**src/rtl/mul_seq_digit.sv**
```systemverilog
// mul_seq_digit
//   Sequential unsigned W x W multiplier. It splits both operands into 2-bit
//   digits and uses one external combinational 2x2 multiplier for each digit
//   pair, adding every shifted partial product into a 2W-bit accumulator.
//   For N = W/2 digits the result takes N*N cycles after the operands are
//   accepted.
//
// Ports
//   clk        : clock, rising edge active
//   rst_n      : asynchronous active-low reset
//   in_valid   : operand pair offered
//   in_ready   : block can accept operands (state IDLE)
//   a, b       : unsigned operands, W bits each
//   mul_a/mul_b: registered 2-bit digits sent to the external multiplier
//   mul_p      : 4-bit product returned by the external multiplier
//   out_valid  : result available (state DONE)
//   out_ready  : consumer takes the result
//   prod       : unsigned product a*b, 2W bits
//   busy       : high while the multiplication is running
module mul_seq_digit #(
  parameter int W = 8
) (
  input  logic           clk,
  input  logic           rst_n,
  input  logic           in_valid,
  output logic           in_ready,
  input  logic [W-1:0]   a,
  input  logic [W-1:0]   b,
  output logic [1:0]     mul_a,
  output logic [1:0]     mul_b,
  input  logic [3:0]     mul_p,
  output logic           out_valid,
  input  logic           out_ready,
  output logic [2*W-1:0] prod,
  output logic           busy
);

  localparam int N  = W / 2;
  localparam int IW = (N > 1) ? $clog2(N) : 1;

  typedef enum logic [1:0] {IDLE, RUN, DONE} state_t;

  state_t          state;
  logic [W-1:0]    a_q;
  logic [W-1:0]    b_q;
  logic [2*W-1:0]  acc;
  logic [IW-1:0]   i;
  logic [IW-1:0]   j;
  logic [IW-1:0]   i_nxt;
  logic [IW-1:0]   j_nxt;
  logic            last;

  // Select digit k (bits 2k+1:2k) of an operand.
  function automatic logic [1:0] digit(input logic [W-1:0] v, input logic [IW-1:0] k);
    return v[2*int'(k) +: 2];
  endfunction

  // Place a 4-bit digit product at its weight 4^(di+dj) in the accumulator.
  // The largest shift is 2W-4, so the 4-bit product always fits.
  function automatic logic [2*W-1:0] partial(input logic [3:0] p,
                                             input logic [IW-1:0] di,
                                             input logic [IW-1:0] dj);
    logic [2*W-1:0] ext;
    ext = {{(2*W-4){1'b0}}, p};
    return ext << (2 * (int'(di) + int'(dj)));
  endfunction

  // Digit order: j (b digit) inner, i (a digit) outer.
  always_comb begin
    last  = (i == IW'(N-1)) && (j == IW'(N-1));
    i_nxt = i;
    j_nxt = j + IW'(1);
    if (j == IW'(N-1)) begin
      j_nxt = '0;
      i_nxt = i + IW'(1);
    end
  end

  always_ff @(posedge clk or negedge rst_n) begin
    if (!rst_n) begin
      state     <= IDLE;
      in_ready  <= 1'b1;
      out_valid <= 1'b0;
      busy      <= 1'b0;
      a_q       <= '0;
      b_q       <= '0;
      acc       <= '0;
      i         <= '0;
      j         <= '0;
      mul_a     <= '0;
      mul_b     <= '0;
    end else begin
      case (state)
        IDLE: begin
          if (in_valid) begin
            a_q      <= a;
            b_q      <= b;
            acc      <= '0;
            i        <= '0;
            j        <= '0;
            mul_a    <= a[1:0];
            mul_b    <= b[1:0];
            state    <= RUN;
            in_ready <= 1'b0;
            busy     <= 1'b1;
          end
        end
        RUN: begin
          // mul_p answers the digits registered on the previous edge.
          acc <= acc + partial(mul_p, i, j);
          if (last) begin
            // mul_a/mul_b keep the final pair; no further digits issued.
            state     <= DONE;
            busy      <= 1'b0;
            out_valid <= 1'b1;
          end else begin
            i     <= i_nxt;
            j     <= j_nxt;
            mul_a <= digit(a_q, i_nxt);
            mul_b <= digit(b_q, j_nxt);
          end
        end
        DONE: begin
          // A simultaneous in_valid is not taken here; acceptance needs IDLE.
          if (out_ready) begin
            state     <= IDLE;
            out_valid <= 1'b0;
            in_ready  <= 1'b1;
          end
        end
        default: begin
          state     <= IDLE;
          in_ready  <= 1'b1;
          out_valid <= 1'b0;
          busy      <= 1'b0;
        end
      endcase
    end
  end

  assign prod = acc;

endmodule

```
**config.mk**
```make
export PLATFORM = sky130hd
export DESIGN_NAME = mul_seq_digit
export DESIGN_NICKNAME = d
export VERILOG_FILES = /design/src/rtl/mul_seq_digit.sv
export SDC_FILE = /design/constraint.sdc
export NUM_CORES = 1
export LEC_CHECK = 0
export ABC_AREA = 0
export CORE_MARGIN = 5
export CORE_UTILIZATION = 42
export DETAILED_ROUTE_END_ITERATION = 6
export PLACE_DENSITY = 0.61
export SYNTH_ARGS = -nofsm -noshare
export SYNTH_HDL_FRONTEND = slang
export SYNTH_SLANG_ARGS = --single-unit
export TNS_END_PERCENT = 100
```
**constraint.sdc**
```tcl
create_clock -name clk -period 7.8 [get_ports clk]
set_input_delay 1.56 -clock clk [delete_from_list [all_inputs] [get_ports clk]]
set_output_delay 1.56 -clock clk [all_outputs]
set_load 0.01 [all_outputs]
```
Word-level counts from Yosys, hierarchy flattened
Cells that the tools add are included.

cells by class
  add/sub/neg operators = 4
  equal/unequal tests = 8
  shift-type cells = 3
  multiplexer cells = 28
  bitwise logic cells = 3
  reductions and logical operators = 10

operators with widths
  kind                                                  count
  one-hot mux 16 bit (2 select lines)                   1
  2-to-1 mux 2 bit                                      12
  adder 16 bit                                          1
  2-to-1 mux 16 bit                                     1
  one-hot mux 2 bit (2 select lines)                    4
  indexed part select 8 x 4 -> 2 bit                    2
  left shift 4 x 4 -> 16 bit                            1
  AND reduction 3 bit                                   5
  one-hot mux 1 bit (3 select lines)                    3
  != test 2 bit (second input constant)                 4
  equality test 2 bit (second input constant)           3
  2-to-1 mux 1 bit                                      6
  one-hot mux 2 bit (3 select lines)                    1
  adder 2 x 1 -> 2 bit (second input constant)          2
  AND reduction 2 bit                                   2
  adder 2 x 2 -> 3 bit                                  1
  inverter 1 bit                                        3
  equality test 2 x 1 -> 1 bit (second input constant)  1
  logical NOT 2 bit                                     1
  nonzero test 2 bit                                    1
  logical AND 1 bit                                     1

word-level totals
  bits in registers = 45
  bits of input ports = 24
  output and inout bits = 23
  word-level logic and storage cells = 67

Longest topological paths before layout
  depth in word-level cells = 5
  mapped depth = 14
  gate-level depth less buffers = 13

Worst setup path after synthesis
OpenSTA, ideal clock, no wires.

  path kind = input port to flip-flop
  start point = input port mul_p[1]
  end point = register acc[11] (netlist: prod[11])
  library setup time = 0.122 ns
  data arrival time = 3.384 ns
  required time = 7.678 ns
  setup slack = 4.295 ns
  stages on the path = 9
  buffers on the path = 0
  cell sequence = nand2b_1 > or2_2 > inv_1 > ha_1 > a211oi_4 > o21bai_2 > o31a_1 > or3_1 > a32o_1

on the way
  longest elaborated chain between the ends = 3

ends and longest elaborated chain
  element                              RTL line  source
  start, declared                      31        input logic [3:0] mul_p,
  left shift 4 x 4 -> 16 bit           65        return ext << (2 * (int'(di) + int'(dj)));
  adder 16 bit                         110       acc <= acc + partial(mul_p, i, j);
  one-hot mux 16 bit (2 select lines)  93        case (state)
  end signal, assigned                 110
  end, declared                        46        logic [2*W-1:0] acc;

No other way between the ends.
A chain may end at the register's enable or synchronous reset.

Final worst setup path
  start point = input port mul_p[1]
  end point = register acc[15] (netlist: prod[15])

The elaborated chain is that of the path after synthesis.

==> run metrics <==
unrepaired setup endpoints after global routing false; residual DRC count 0; hold crit path type flop to flop; clock-pin slew on the worst setup and hold paths around 90 ps; Crit Path Category input pin to flop; Critical Path Start Type input pin; mapped cell area 0.00288 sq mm; total of warnings raised by yosys 0; share of cells above drive strength 1 0.114; post-route ant nets 0; DRT iter0 DRCs 125; critical path arrival 4110 ps; Fmax achieved roughly 260 MHz; Post-DP Area roughly 0.0034 sq mm; Final Cell Area 0.00350 sq mm; largest net degree at the start of global routing 46; first-pass GRT wire length 11.5 mm; slew margin rel. 0.326; initial antenna violation count 0; cell taking the most area after synthesis dfrtp_1; Reg2Reg Setup Slack 4190 ps; Yosys top cell area share 0.383; worst reg2reg path endpoint prod[15]$_DFFE_PN0P_; Peak VDD IR between 0.15 and 0.2 mV; die area 0.00861 sq mm; worst path required time about 8000 ps; final net count between 300 and 400; post-synthesis sequential area ratio 0.392; Vias roughly 2.4k; r2r worst-path depth 12; Horiz. Die Dim about 93 um; max cap viols 0; Resized cells post-CTS 0; # diodes 0; GRT Total Usage 0.166; DRT Pass-1 Iters 4; GP Congestion about 0.9; Worst Tran Pin Value roughly 1000 ps; ys flop type dfrtp_1; Avg WL per Cell about 16 um; crit-path max FO 4; Clock H-tree levels 2; Die Span Y 92.8 um; dpl ws between 3000 and 4000 ps; Slew Limit Fails 0; Mapped Nets roughly 340; largest cells by area after synthesis dfrtp_1 (38%), ha_1 (7.8%), mux2_2 (6.3%); endpoints failing setup 0; Leak about 1.5 nW; Fin Setup TNS 0 ps; # rows 30; core area ~0.0067 sq mm; vias in the first global route ~2.3k; Fillers roughly 630; Gate Count Post-Synth 300; DPL Wire Length 5.23 mm; minimum clock period between 3000 and 4000 ps; Synth-to-Final Area Change 21.6%; Worst-Skew Late Latency roughly 300 ps; Layout Skew about 9.2 ps; CTS max path bufs 2; via density per instance between 5 and 6; Yosys reg bits between 40 and 50; worst r2r src i[0]$_DFFE_PN0P_; Cells after DPL roughly 410; crit end category flop; worst hold slack ~490 ps; Worst Slack Setup Final roughly 4000 ps; Ports between 40 and 50; total setup buffers inserted after CTS 0; power per cell area 538 mW/mm^2; crit share post-route 0.496; Syn Area/Cell 9.59 sq um; final wirelength around 6.9 mm; Initial Utilization 0.428; Clock Sink Count 45; Critical path origin mul_p[1]; Unique masters post-synth 59; Layout Cells excl Fill between 400 and 500; Async S/R FF share, synth 1.00; Final Hold Fails 0; clock root buffer clkbuf_8; number of synthesized flops with an enable pin 0; number of buffers created by CTS 5; Power Total between 1.5 and 2 mW; total global routing overflow 0; crit path to prod[15]$_DFFE_PN0P_; final core utilization 0.521; outcome finished, final reports clean; IO Port Bufs 46; CTS tree built; # hold bufs at CTS 0
cells in the mapped netlist, drive strengths merged, types with 2 or more instances:
master	instances
buf	6
inv	9
mux4	4
a22o	2
a21oi	20
dfrtp	44
a211oi	3
nor2b	3
or3	4
a32o	4
a31oi	5
o31ai	3
nor2	23
nand2b	7
nand3	4
o22ai	2
mux2i	3
mux2	16
ha	18
o21ai	26
nand4	4
clkbuf	10
nor3	6
o31a	2
fa	2
xor2	5
o211ai	2
nand2	35
a21o	4
o21bai	2
routing by layer:
metal	wire, um	GRT usage	vias to the layer above
met1	3380	0.233	1178
met3	348	0.0357	4
met5	0	0	-
met4	53	0.0330	0
li1	-	-	1184
met2	3150	0.266	57
sequential cells by signal, indices dropped and copies added, names as in the netlist:
| name | cells |
|---|---|
| a_q | 8 |
| b_q | 8 |
| busy | 1 |
| i | 2 |
| in_ready | 1 |
| j | 2 |
| mul_a | 2 |
| mul_b | 2 |
| out_valid | 1 |
| prod | 16 |
| state | 2 |
cell families (layout without fill, tap and decap cells):
| kind of cell | after synthesis | after routing | synth area share |
|---|---|---|---|
| muxes | 23 | 23 | 0.106 |
| adders and majority gates | 20 | 20 | 0.0922 |
| and+or+nand+nor | 95 | 95 | 0.158 |
| xor gates and xnor gates | 6 | 6 | 0.0183 |
| buffers and inverters | 25 | 66 | 0.0357 |
| AOI/OAI and AO/OA | 86 | 86 | 0.199 |
| DFF | 45 | 45 | 0.392 |
layout make-up:
class	count	area (sq um)	share of cell area
Sequential cell	45	1130	0.322
Timing Repair Buffer	49	478	0.137
Tap cell	80	100	0.0286
Multi-Input combinational cell	230	1650	0.471
Clock inverter	3	43.8	0.0125
Clock buffer	5	68.8	0.0197
Inverter	9	33.8	0.00965
layout by cell type (no fill, tap or decap), drive strengths merged, types with 3 or more instances in the layout:
cell type      synthesis  routed
ha                    18      18
nor3                   6       6
nor2b                  3       3
a32o                   4       4
xor2                   5       5
clkbuf                10       5
inv                    9      10
o31ai                  3       3
nand2                 35      35
clkdlybuf4s50          0      45
o21ai                 26      26
buf                    6       4
a21o                   4       4
nand2b                 7       7
dfrtp                 44      44
nor2                  23      23
nand4                  4       4
or3                    4       4
a31oi                  5       5
mux2                  16      16
a21oi                 20      20
mux4                   4       4
nand3                  4       4
mux2i                  3       3
a211oi                 3       3
worst min path at each step:
| stage | from | endpoint | slack (ps) | cells after the start |
|---|---|---|---|---|
| 2_1_floorplan | b_q[2]$_DFFE_PN0P_ | b_q[2]$_DFFE_PN0P_ | 480 | 1 |
| 3_3_place_gp | out_valid$_DFFE_PN0P_ | out_valid$_DFFE_PN0P_ | 470 | 2 |
| 3_5_place_dp | out_valid$_DFFE_PN0P_ | out_valid$_DFFE_PN0P_ | 480 | 2 |
| 4_1_cts | out_valid$_DFFE_PN0P_ | out_valid$_DFFE_PN0P_ | 500 | 2 |
| 5_1_grt | a_q[2]$_DFFE_PN0P_ | a_q[2]$_DFFE_PN0P_ | 530 | 1 |
| 6_report | out_valid$_DFFE_PN0P_ | out_valid$_DFFE_PN0P_ | 490 | 2 |
critical path, cell delays in order:
cell,delay (ps)
clkdlybuf4s50_1,500
nand2b_1,90
or2_2,310
inv_1,70
ha_1,260
a211oi_4,270
o21bai_2,140
o311a_1,370
or4b_1,470
nand3_1,80
power by group:
| part | internal, mW | switching (mW) |
|---|---|---|
| clock network | 0.0962 | 0.0868 |
| registers | 0.363 | 0.0880 |
| logic | 0.587 | 0.661 |
| total | 1.05 | 0.836 |
No activity file was read; power rests on OpenSTA's default activity.
